$ cat src/rtl/seq_scan_ctrl.sv
// Serial pattern-scan controller: takes words on a valid/ready handshake, shifts them
// MSB-first through a PAT_W-bit history, counts pattern hits and halts at a threshold.
module seq_scan_ctrl #(
  parameter int DATA_W = 8,
  parameter int PAT_W  = 4,
  parameter int CNT_W  = 8
) (
  input  logic              clk,
  input  logic              reset,
  input  logic              cfg_we,
  input  logic [PAT_W-1:0]  cfg_pattern,
  input  logic              cfg_overlap,
  input  logic [CNT_W-1:0]  cfg_thresh,
  input  logic              clear,
  input  logic              in_valid,
  input  logic [DATA_W-1:0] in_data,
  output logic              in_ready,
  output logic              busy,
  output logic              match_pulse,
  output logic [CNT_W-1:0]  match_count,
  output logic              done
);

  localparam int BC_W   = (DATA_W > 1) ? $clog2(DATA_W) : 1;
  localparam int FILL_W = $clog2(PAT_W + 1);

  typedef enum logic {IDLE, SHIFT} state_t;

  state_t             state, state_nxt;
  logic [PAT_W-1:0]   pattern_q;
  logic               overlap_q;
  logic [CNT_W-1:0]   thresh_q;
  logic [DATA_W-1:0]  sreg;
  logic [PAT_W-1:0]   hist;
  logic [FILL_W-1:0]  fill;
  logic [BC_W-1:0]    bit_cnt;

  logic               accept;
  logic               cfg_load;
  logic [PAT_W-1:0]   cand;
  logic               hit;
  logic [CNT_W-1:0]   cnt_inc;
  logic [FILL_W-1:0]  fill_inc;

  assign accept   = in_valid && in_ready;
  assign cfg_load = cfg_we && !clear && (state == IDLE);
  assign cand     = {hist[PAT_W-2:0], sreg[DATA_W-1]};
  // fill counts bits already in the history; PAT_W-1 old bits plus the current one form a full window
  assign hit      = (state == SHIFT) && (cand == pattern_q) &&
                    (fill >= FILL_W'(PAT_W - 1));
  assign cnt_inc  = (match_count == {CNT_W{1'b1}}) ? match_count : match_count + 1'b1;
  assign fill_inc = (fill == FILL_W'(PAT_W)) ? fill : fill + 1'b1;

  // NOTE: sequential state uses non-blocking assignments so every register samples pre-edge values.
  always_ff @(posedge clk or negedge reset) begin
    if (!reset) state <= IDLE;
    else        state <= state_nxt;
  end

  always_comb begin
    state_nxt = state;
    if (clear) begin
      state_nxt = IDLE;
    end else begin
      case (state)
        IDLE:    if (accept) state_nxt = SHIFT;
        SHIFT:   if (bit_cnt == '0 && !accept) state_nxt = IDLE;
        default: state_nxt = IDLE;
      endcase
    end
  end

  // NOTE: every output written here gets a default assignment, so no latch can be inferred.
  always_comb begin
    busy     = (state == SHIFT);
    in_ready = !clear && !done && ((state == IDLE) || (bit_cnt == '0));
  end

  always_ff @(posedge clk or negedge reset) begin
    if (!reset) begin
      pattern_q   <= '0;
      overlap_q   <= 1'b0;
      thresh_q    <= '0;
      sreg        <= '0;
      hist        <= '0;
      fill        <= '0;
      bit_cnt     <= '0;
      match_pulse <= 1'b0;
      match_count <= '0;
      done        <= 1'b0;
    end else if (clear) begin
      // abort keeps the programmed configuration
      sreg        <= '0;
      hist        <= '0;
      fill        <= '0;
      bit_cnt     <= '0;
      match_pulse <= 1'b0;
      match_count <= '0;
      done        <= 1'b0;
    end else begin
      match_pulse <= hit;
      if (cfg_load) begin
        pattern_q   <= cfg_pattern;
        overlap_q   <= cfg_overlap;
        thresh_q    <= cfg_thresh;
        match_count <= '0;
        hist        <= '0;
        fill        <= '0;
        done        <= 1'b0;
      end
      if (state == SHIFT) begin
        sreg <= sreg << 1;
        hist <= cand;
        fill <= (hit && !overlap_q) ? '0 : fill_inc;
        if (bit_cnt != '0) bit_cnt <= bit_cnt - 1'b1;
        if (hit) begin
          match_count <= cnt_inc;
          if (thresh_q != '0 && cnt_inc == thresh_q) done <= 1'b1;
        end
      end
      // a word accepted on the last bit reloads the shifter with no idle gap
      if (accept) begin
        sreg    <= in_data;
        bit_cnt <= BC_W'(DATA_W - 1);
      end
    end
  end

endmodule

$ cat config.mk
export PLATFORM = sky130hd
export DESIGN_NAME = seq_scan_ctrl
export DESIGN_NICKNAME = d
export VERILOG_FILES = /design/src/rtl/seq_scan_ctrl.sv
export SDC_FILE = /design/constraint.sdc
export NUM_CORES = 1
export LEC_CHECK = 0
export BUFFER_PORTS_ARGS = -buffer_cell sky130_fd_sc_hd__buf_4
export CORE_ASPECT_RATIO = 0.75
export CORE_MARGIN = 5
export CORE_UTILIZATION = 49
export CTS_CLUSTER_DIAMETER = 80
export DETAILED_ROUTE_END_ITERATION = 16
export HOLD_SLACK_MARGIN = 0.02
export PLACE_DENSITY = 0.71
export SYNTH_ARGS = -nofsm -noshare
export SYNTH_HDL_FRONTEND = slang
export SYNTH_SLANG_ARGS = --single-unit
$ cat constraint.sdc
create_clock -name clk -period 2.6 [get_ports clk]
set_input_delay 0.26 -clock clk [delete_from_list [all_inputs] [get_ports clk]]
set_output_delay 0.26 -clock clk [all_outputs]
set_load 0.005 [all_outputs]
Yosys cells after proc, flatten, opt, wreduce, memory -nomap -nowiden
Index checks and enable logic that the tools add are counted.

Register bits after elaboration: 41. Input port bits: 26. Output and inout bits: 12. Word-level logic and storage cells: 76.

Add/sub/neg operators: 3. Order comparisons: 1. Equality and inequality tests: 5. Multiplexer cells: 30. Bitwise operators: 2. Reduce and logical (&&, ||, !) cells: 24.

Operator list (number): $mux W8 (8); $mux W3 (12); $reduce_bool A3 Y1 (4); $logic_and A1 B1 Y1 (10); $mux W1 (9); $add A8 B1 Y8 const B (1); $eq A8 B8 Y1 (1); $eq A8 B8 Y1 const B (1); $reduce_bool A8 Y1 (1); $reduce_and A2 Y1 (3); $eq A4 B4 Y1 (1); $logic_not A1 Y1 (4); $ne A4 B3 Y1 const B (1); $add A3 B1 Y3 const B (1); $eq A3 B3 Y1 const B (1); $ge A3 B2 Y1 const B (1); $logic_not A3 Y1 (1); $sub A3 B1 Y3 const B (1); $not A1 Y1 (2); $pmux W1 S2 (1); $logic_or A1 B1 Y1 (1).

Logic depth before layout (Yosys ltp)
Gate-level depths: netlist of the first run.

Word-level depth: 9. Mapped depth: 9. Gate-level depth less buffers: 8.

Least setup slack after synthesis of the first run
Ideal clock, no wire load.

Path kind: register to register. From: register match_count[0]. To: register done. Data arrival time: 1.912 ns. Setup slack: 0.592 ns. Cell stages (with the launch flop): 8. Buffers on the path: 0. Period minus slack after synthesis: 2.008 ns. Cell sequence: dfrtp_1 -> ha_1 -> and4_4 -> and2_4 -> or4_1 -> nand3_1 -> nand4_1 -> o31ai_1.

Longest elaborated chain between the ends: 8. Elaborated cells between the ends (all ways): 9.

Ends and longest elaborated chain: from (decl) (RTL line 20) `output logic [CNT_W-1:0] match_count,`; from (signal assigned) (RTL line 117) `match_count <= cnt_inc;`; $add A8 B1 Y8 or $eq A8 B8 Y1 (tied branches) (RTL line 51) `assign cnt_inc = (match_count == {CNT_W{1'b1}}) ? match_count : match_count + 1'b1;`; $mux W8 * (RTL line 51); $eq A8 B8 Y1 * (RTL line 118) `if (thresh_q != '0 && cnt_inc == thresh_q) done <= 1'b1;`; $logic_and A1 B1 Y1 * (RTL line 118); $mux W1 * (RTL line 118); $mux W1 * (RTL line 116) `if (hit) begin`; $mux W1 * (RTL line 111) `if (state == SHIFT) begin`; $mux W1 * (RTL line 91) `end else if (clear) begin`; to (signal assigned) (RTL line 90) `done <= 1'b0;`; to (signal assigned) (RTL line 109) `done <= 1'b0;`; to (signal assigned) (RTL line 118); to (decl) (RTL line 21) `output logic done`.

Mark *: on every way between the ends. The rest lies on a longest branch, timed or not. A chain may end at the register's enable or synchronous reset.

Final worst setup path of the first run
Same ends and word-level chain as after synthesis.

==> qor.txt, run 1 <==
Unrepaired setup endpoints after global routing = no
Resized cells post-CTS = 0
Max H-tree Level = 2
Die outline width = 88.7 um
Boundary Pins = 38
Area occupied by multi-input gates = 1140 um^2
Later-pin clock latency in the skew report = 290 ps
Final Hold Vio Count = 0
Capture instance of the worst register-to-register path = done
Type of element capturing the critical path = register
Starting density of the core = 51.0%
Sequential cell area = 1030 um^2
Relative slew slack = 50.0%
Smallest setup slack after layout = 368 ps
Hold_ws = 171 ps
Clock tree skew after final layout = 5.35 ps
Number of cell instances on the worst register-to-register path = 7
Antenna viol nets, final = 0
Min Tclk post-route = 2230 ps
Setup-failing EPs final = 0
Class of the worst hold path = in2reg
Proportion of layout cells with a drive suffix above 1 = 26.9%
Layout Area Growth over Synthesis = 17.7%
Sum of negative setup slack = 0 ps
Post-layout nets = 295
Number of antenna violations at the first check in global routing = 0
Part of the Yosys area used for sequential elements = 45.1%
Post-synth design cell area = 2280 um^2
Hold Path Depth = 3
Total number of vias = 1,780
DR WL met3 = 280 um
Maximum vdd ir drop = 0.000449 V
Setup slack of the most critical reg-to-reg path = 370 ps
Final routed wire length divided by cell count = 15.2 um
Placement-stage worst setup slack = 396 ps
Met2 layer wire length in the routed design = 2120 um
Leading cell type in the layout, fill and taps excluded = sky130_fd_sc_hd__dfrtp_1
Max-cap viol count = 0
Net Count, Synth = 259
Final Max Tran Viols = 0
Total routed wire length on the met1 layer = 2460 um
Count of buffers from port buffering = 37
Overall power = 0.00139 W
Critical path class = reg2reg
Beginning of the worst hold path = cfg_overlap
Total gr overflow = 0
Arr. time, crit path = 2440 ps
Antenna fix cells = 0
Total GRT Usage = 16.8%
Final weighted congestion in routability-driven placement = 0.865
Number of vias per cell = 5.55
Global-route wire length before repair = 8270 um
Post-synth cell types = 46
First drt pass iteration count = 4
Number of buffers inserted during clock tree synthesis = 5
Number of global-route vias before repair = 1,689
Highest clock rate = 448 MHz
Leakage power of the design = 1.19 nW
Library cell used as clock root buffer = sky130_fd_sc_hd__clkbuf_8
Post-route clock period utilization = 85.9%
TritonCTS clock tree = yes
Number of DRC violations after detailed routing = 0
HPWL after DPL = 3480 um
Seq cells post-synth = 41
Sink count of the clock tree = 41
PwrDens = 519 nW/um^2
Total core area = 4470 um^2
Fill cell total of the finished layout = 401
Total wire length = 4870 um
EDFF count, synth = 0
CP max FO = 7
Chip Height = 69.0 um
Capture endpoint of the worst hold path = overlap_q
Launching point of the worst reg2reg path = match_count[0]
Clock-pin transition on the worst setup and hold timing paths = 80 ps
Number of warnings issued by yosys = 0
Most common flop cell mapped by yosys = sky130_fd_sc_hd__dfrtp_1
Run status = complete, no violations
Synthesized area per cell = 10.0 um^2
Fraction of synthesis flops using an asynchronous set or reset pin = 100%
Largest net degree at the start of global routing = 42
Top metal layer carrying routed signals = met4
Worst Path Required = 2800 ps
Post-synthesis instance total = 227
CP startpoint kind = register
Number of cell rows = 21
Most frequent cells in the layout = sky130_fd_sc_hd__dfrtp_1, sky130_fd_sc_hd__buf_4, sky130_fd_sc_hd__nor2_1
Number of DRC violations after detailed-routing iteration 0 = 150
Pin slew with the least headroom to its limit = 751 ps
Clock buffer depth = 2
Area enclosed by the die boundary = 6120 um^2
-- per-stage QoR --
stage	util, %	instances	area [um^2]
after detailed placement	57.6	312	2570
after global placement	57.6	312	2570
after CTS	60.0	321	2680
after global routing	60.0	321	2680
after floorplan	-	227	2280
final	60.0	321	2680
-- power by group --
group	leakage (nW)	switching, W	total, W	internal (W)
clock network	0.0512	0.000224	0.000439	0.000215
registers	0.536	0.0000491	0.000741	0.000692
logic	0.607	0.0000975	0.000209	0.000111
-- critical path, cell delays in order, from the launching register on --
cell and delay [ps]:
sky130_fd_sc_hd__dfrtp_1 490, sky130_fd_sc_hd__ha_1 330, sky130_fd_sc_hd__and4_4 290, sky130_fd_sc_hd__and4_2 280, sky130_fd_sc_hd__mux2i_1 260, sky130_fd_sc_hd__xor2_1 170, sky130_fd_sc_hd__nand4_1 90, sky130_fd_sc_hd__o31ai_1 230
-- registers in the layout (all words and copies together) (netlist names), 3 cells and up --
signal / count
match_count: 8
sreg: 8
thresh_q: 8
pattern_q: 4
bit_cnt: 3
fill: 3
hist: 3
-- layer usage --
metal | track usage [%] | up-vias
li1 | - | 882
met1 | 26.0 | 853
met2 | 24.0 | 43
met3 | 3.93 | 2
met4 | 2.68 | 0
met5 | 0 | -
-- cell type report --
| type | instances | share of cell area [%] |
|---|---|---|
| well taps | 57 | 2.66 |
| inverters | 10 | 1.40 |
| repair buffers | 41 | 11.6 |
| flip-flops and latches | 41 | 38.3 |
| clock buffers | 6 | 3.08 |
| clock inverters | 2 | 0.514 |
| multi-input cells | 164 | 42.5 |
-- cell usage after synthesis (all sizes together), types with 3 or more instances --
cell,n,area (um^2)
clkbuf,6,33.8
and2,5,33.8
and4,4,40.0
buf,6,41.3
inv,10,37.5
a21oi,17,85.1
nor3,4,20.0
ha,6,75.1
nand2,12,45.0
xor2,7,61.3
nor3b,3,22.5
a211oi,8,60.1
dfrtp,41,1030
mux2,14,158
xnor2,6,52.6
nand3,7,35.0
a21o,3,23.8
nand4,4,25.0
o21ai,14,70.1
mux2i,10,100
nor2,20,75.1
-- how the worst max path moves through the flow --
stage	from	endpoint	slack (ps)	depth (start not counted)
after global placement	match_count[0]	done	470	7
final	match_count[0]	done	370	7
after CTS	match_count[0]	done	390	7
after global routing	match_count[0]	done	210	7
after floorplan	match_count[0]	done	590	7
after detailed placement	match_count[0]	done	400	7
-- kinds of logic after synthesis --
kind of cell	after synthesis	share of synthesized area, %
buffers and inverters	22	4.95
adders and majority gates	6	3.30
xor gates and xnor gates	13	5.00
DFF	41	45.1
AOI/OAI and AO/OA	51	13.6
muxes	24	11.3
and+or+nand+nor	70	16.8
-- what timing repair did --
action	4_1_cts	5_1_grt
setup buffers	0	0
hold buffers	1	0
endpoints found under the hold margin	41	0
Power figures use the tool's default switching activity.
==> run 2, diff against run 1 <==
--- a/config.mk
+++ b/config.mk
@@ -11,7 +11,9 @@
 export CORE_UTILIZATION = 49
 export CTS_CLUSTER_DIAMETER = 80
 export DETAILED_ROUTE_END_ITERATION = 16
+export GPL_TIMING_DRIVEN = 0
 export HOLD_SLACK_MARGIN = 0.02
+export MAX_ROUTING_LAYER = met4
 export PLACE_DENSITY = 0.71
 export SYNTH_ARGS = -nofsm -noshare
 export SYNTH_HDL_FRONTEND = slang
==> run 2 against run 1 <==
Compared with the run above: via count grew 2.2%; first-iteration DRC count shrank 4.7%; maximum frequency shrank 4.7%; worst hold slack gained 4.8 ps; clock power grew 22%; sequential power is essentially flat; utilization grew 1.5 points; combinational power is essentially flat; power grew 6.8%; final cell count grew 2.5%; critical path type unchanged; critical endpoint unchanged; highest routed layer unchanged.
==> qor.txt, run 2 (synthesis gave the netlist of run 1 again) <==
Chip Height = 69.0 um
Fin cells = 329
Unrepaired setup endpoints after global routing = no
Clock tree skew after final layout = 4.35 ps
Proportion of layout cells with a drive suffix above 1 = 26.8%
Post-CTS Repair Setup Buffers = 0
Final routed wire length divided by cell count = 15.0 um
Max-cap viol count = 0
Cell breakdown of the critical path = ha_1, and4_4, and4_2, mux2i_1, xor2_1, nand4_1, o31ai_1
Highest clock rate = 427 MHz
Antenna fix cells = 0
Setup-failing EPs final = 0
Clock Power Share = 36.0%
Type of element capturing the critical path = register
Number of placed instances with taps included = 320
Global-route wire length before repair = 7970 um
Clock buffer depth = 2
Clock-pin transition on the worst setup and hold timing paths = 80 ps
Leading cell type in the layout, fill and taps excluded = sky130_fd_sc_hd__dfrtp_1
Run status = complete, no violations
Total gr overflow = 0
Final weighted congestion in routability-driven placement = 0.777
Total number of vias = 1,819
Number of buffers inserted during clock tree synthesis = 5
Largest registers in the final layout = match_count: 8 flops, sreg: 8 flops, thresh_q: 8 flops
Sequential fraction of design power = 49.8%
Total routed wire length on the met1 layer = 2410 um
Pin slew with the least headroom to its limit = 556 ps
Maximum vdd ir drop = 0.000418 V
Critical path class = reg2reg
Number of antenna violations at the first check in global routing = 0
DR WL met3 = 280 um
Number of cell instances on the worst register-to-register path = 7
Class of the worst hold path = in2reg
Antenna viol nets, final = 0
Peak per-stage delay on the critical path = 510 ps
Number of cell rows = 21
Total GRT Usage = 17.0%
Starting density of the core = 51.0%
Total core area = 4470 um^2
Hold Path Depth = 3
Min Tclk post-route = 2340 ps
Fill cell total of the finished layout = 393
Most frequent cells in the layout = sky130_fd_sc_hd__dfrtp_1, sky130_fd_sc_hd__buf_4, sky130_fd_sc_hd__nor2_1
HPWL after DPL = 3570 um
Worst Path Required = 2800 ps
Boundary Pins = 38
Layout Area Growth over Synthesis = 20.6%
Reported net switching power = 0.000366 W
Slowest-stage cell, CP = sky130_fd_sc_hd__dfrtp_1
Final Hold Vio Count = 0
Number of global-route vias before repair = 1,641
Hold_ws = 176 ps
Max H-tree Level = 2
Sink count of the clock tree = 41
Logic gate share of total power = 14.2%
CP max FO = 7
Die outline width = 88.7 um
Library cell used as clock root buffer = sky130_fd_sc_hd__clkbuf_8
Setup slack of the most critical reg-to-reg path = 260 ps
Largest net degree at the start of global routing = 42
Count of buffers from port buffering = 36
PwrDens = 541 nW/um^2
Relative slew slack = 63.0%
Number of vias per cell = 5.53
Int Power = 0.00112 W
Post-layout nets = 303
Top metal layer carrying routed signals = met4
Total wire length = 4940 um
Leakage power of the design = 1.22 nW
First drt pass iteration count = 4
Met2 layer wire length in the routed design = 2170 um
TritonCTS clock tree = yes
Sum of negative setup slack = 0 ps
Arr. time, crit path = 2540 ps
CP startpoint kind = register
Later-pin clock latency in the skew report = 290 ps
Area enclosed by the die boundary = 6120 um^2
Post-route clock period utilization = 90.1%
Final Max Tran Viols = 0
Number of DRC violations after detailed routing = 0
Sw frac = 24.7%
Number of DRC violations after detailed-routing iteration 0 = 143
[run 2: per-layer routing]
| layer | GRT usage (%) | vias to the layer above |
|---|---|---|
| li1 | - | 902 |
| met1 | 25.2 | 865 |
| met2 | 22.8 | 43 |
| met3 | 4.05 | 9 |
| met4 | 4.87 | 0 |
| met5 | - | - |
[run 2: power by group through the flow]
| stage | clock (W) | sequential, W | combinational (W) |
|---|---|---|---|
| after detailed placement | 0 | 0.000751 | 0.000211 |
| after global placement | 0 | 0.000749 | 0.000206 |
| after floorplan | 0 | 0.000736 | 0.000141 |
| after global routing | 0.000568 | 0.000748 | 0.000238 |
| final | 0.000534 | 0.000739 | 0.000211 |
| after CTS | 0.000542 | 0.000739 | 0.000213 |
[run 2: final timing paths]
path	from	endpoint
setup / recovery	match_count[0]	done
hold / removal	cfg_overlap	overlap_q
setup reg to reg	match_count[0]	done
hold reg to reg	sreg[0]	sreg[0]
max in group asynchronous	reset	fill[2]
min in group asynchronous	reset	sreg[4]
[run 2: timing repair]
item	4_1_cts	5_1_grt
resized for setup	0	0
hold endpoints to repair	41	0
hold buffers	1	0
[run 2: critical path, delay by kind of cell, from the launching register on]
family | cells | cell delay (ps)
adder cells (fa/ha/maj) | 1 | 360
AND/OR/NAND/NOR | 3 | 680
multiplexers | 1 | 270
XOR/XNOR | 1 | 160
AO/OA/AOI/OAI | 1 | 270
flip-flops | 1 | 510
[run 2: stage by stage]
step                      utilization (%)  total power (W)  setup slack [ps]  instance area, um^2
after detailed placement             58.6         0.000962               273                 2620
final                                61.4          0.00148               256                 2740
after global placement               58.6         0.000955               268                 2620
after floorplan                         -         0.000877               592                 2280
after global routing                 61.4          0.00155               195                 2740
after CTS                            61.4          0.00149               274                 2740
[run 2: area by class of cell]
class                   instances  area, um^2  share of cell area, %
clock inverters                 1        30.0                   1.09
flip-flops and latches         41        1030                   37.4
well taps                      57        71.3                   2.60
repair buffers                 37         280                   10.2
plain buffers                  12        75.1                   2.74
multi-input cells             164        1140                   41.5
clock buffers                   7        86.3                   3.15
inverters                      10        37.5                   1.37
==> run 3, diff against run 2 <==
--- a/config.mk
+++ b/config.mk
@@ -15,6 +15,7 @@
 export HOLD_SLACK_MARGIN = 0.02
 export MAX_ROUTING_LAYER = met4
 export PLACE_DENSITY = 0.71
+export REMOVE_ABC_BUFFERS = 1
 export SYNTH_ARGS = -nofsm -noshare
 export SYNTH_HDL_FRONTEND = slang
 export SYNTH_SLANG_ARGS = --single-unit
==> constraint.sdc (replaced) <==
create_clock -name clk -period 2.5 [get_ports clk]
set_input_delay 0.25 -clock clk [delete_from_list [all_inputs] [get_ports clk]]
set_output_delay 0.25 -clock clk [all_outputs]
set_load 0.005 [all_outputs]
==> run 3 against run 2 <==
Compared with the run above: worst hold slack got worse by 26 ps; routed wire length is 5.2% lower; final cell count fell by 3.3%; count of clock-buffer cells in the layout shrank 2; critical endpoint unchanged; non-clock buffer count decreased by 11; global-route usage rose by 0.21 points.
==> qor.txt, run 3 (synthesis gave the netlist of run 1 again) <==
Max-cap viol count = 0
CP max FO = 8
Critical path class = reg2reg
Final Max Tran Viols = 0
Layout Area Growth over Synthesis = 16.6%
Library cell used as clock root buffer = sky130_fd_sc_hd__clkbuf_8
Number of placed instances with taps included = 309
Antenna viol nets, final = 0
Arr. time, crit path = 2530 ps
Proportion of layout cells with a drive suffix above 1 = 26.8%
Global-route wire length before repair = 8110 um
Number of cell instances on the worst register-to-register path = 7
Worst Path Required = 2700 ps
Number of antenna violations at the first check in global routing = 0
Max H-tree Level = 2
Area enclosed by the die boundary = 6120 um^2
Total gr overflow = 0
Count of buffers from port buffering = 37
Type of element capturing the critical path = register
Total GRT Usage = 17.2%
Highest clock rate = 429 MHz
Post-layout nets = 292
PwrDens = 537 nW/um^2
Min Tclk post-route = 2330 ps
Antenna fix cells = 0
Fin cells = 318
Largest net degree at the start of global routing = 42
Most frequent cells in the layout = sky130_fd_sc_hd__dfrtp_1, sky130_fd_sc_hd__buf_4, sky130_fd_sc_hd__nor2_1
Pin slew with the least headroom to its limit = 784 ps
Unrepaired setup endpoints after global routing = no
Setup-failing EPs final = 0
Placement-stage worst setup slack = 68.0 ps
Maximum vdd ir drop = 0.000364 V
Number of vias per cell = 5.48
TritonCTS clock tree = yes
Post-placement cell area = 2550 um^2
Boundary Pins = 38
Total core area = 4470 um^2
Leading cell type in the layout, fill and taps excluded = sky130_fd_sc_hd__dfrtp_1
Total wire length = 4680 um
CP startpoint kind = register
Largest registers in the final layout = match_count: 8 flops, sreg: 8 flops, thresh_q: 8 flops
Hold Path Depth = 3
First drt pass iteration count = 4
Post-Layout Inst Area = 2650 um^2
HPWL after DPL = 3350 um
Number of global-route vias before repair = 1,701
Number of cell rows = 21
Final Hold Vio Count = 0
Number of DRC violations after detailed routing = 0
Smallest setup slack after layout = 171 ps
Final weighted congestion in routability-driven placement = 0.832
Clock-pin transition on the worst setup and hold timing paths = 80 ps
Total number of vias = 1,742
Post-route clock period utilization = 93.2%
Later-pin clock latency in the skew report = 300 ps
Leakage power of the design = 1.17 nW
Class of the worst hold path = in2reg
Starting density of the core = 51.0%
Number of buffers inserted during clock tree synthesis = 5
Clock buffer depth = 2
Chip Height = 69.0 um
Sink count of the clock tree = 41
Final routed wire length divided by cell count = 14.7 um
Sum of negative setup slack = 0 ps
Clock tree skew after final layout = 3.14 ps
Number of DRC violations after detailed-routing iteration 0 = 85
Relative slew slack = 47.7%
Die outline width = 88.7 um
Run status = complete, no violations
[run 3: layout make-up]
class	instances	area, um^2
well taps	57	71.3
flip-flops and latches	41	1030
multi-input cells	164	1140
clock inverters	3	21.3
repair buffers	38	288
inverters	10	37.5
fillers	410	1810
clock buffers	5	68.8
[run 3: repair_timing]
action | 4_1_cts | 5_1_grt
hold endpoints to repair | 41 | 0
setup endpoints to repair | 0 | 13
buffers inserted | 0 | 0
gates resized for setup | 0 | 2
hold buffers | 1 | 0
[run 3: final timing paths]
kind                                start        end  slack, ps
max reg2reg                match_count[0]       done        170
min in group asynchronous           reset    fill[1]        470
max                        match_count[0]       done        170
max in group asynchronous           reset       busy       1650
min                           cfg_overlap  overlap_q        150
min reg2reg                       sreg[0]    sreg[0]        520
[run 3: layer usage]
metal / up-vias / routed length (um) / track usage, %
met5: - / 0 / -
met1: 824 / 2460 / 26.4
li1: 873 / - / -
met3: 7 / 250 / 4.29
met4: 0 / 56 / 4.70
met2: 38 / 1910 / 22.2
[run 3: worst max-delay path, cell delays in order (launching register included)]
cell	delay, ps
sky130_fd_sc_hd__dfrtp_1	530
sky130_fd_sc_hd__ha_2	320
sky130_fd_sc_hd__and4_4	270
sky130_fd_sc_hd__nand4_1	320
sky130_fd_sc_hd__o21a_1	270
sky130_fd_sc_hd__xor2_1	160
sky130_fd_sc_hd__nand4_1	110
sky130_fd_sc_hd__o31ai_1	260
[run 3: report_power, final]
group | switching [W] | internal, W
combinational | 0.0000928 | 0.000111
clock | 0.000250 | 0.000198
sequential | 0.0000526 | 0.000720
[run 3: per-stage QoR]
stage | utilization [%] | power [W] | hold WS [ps]
global route | 59.4 | 0.00149 | 158
floorplan | - | 0.000901 | -45.6
finish | 59.4 | 0.00143 | 151
detailed placement | 57.1 | 0.000991 | 263
global placement | 57.1 | 0.000984 | 267
CTS | 59.3 | 0.00144 | 144
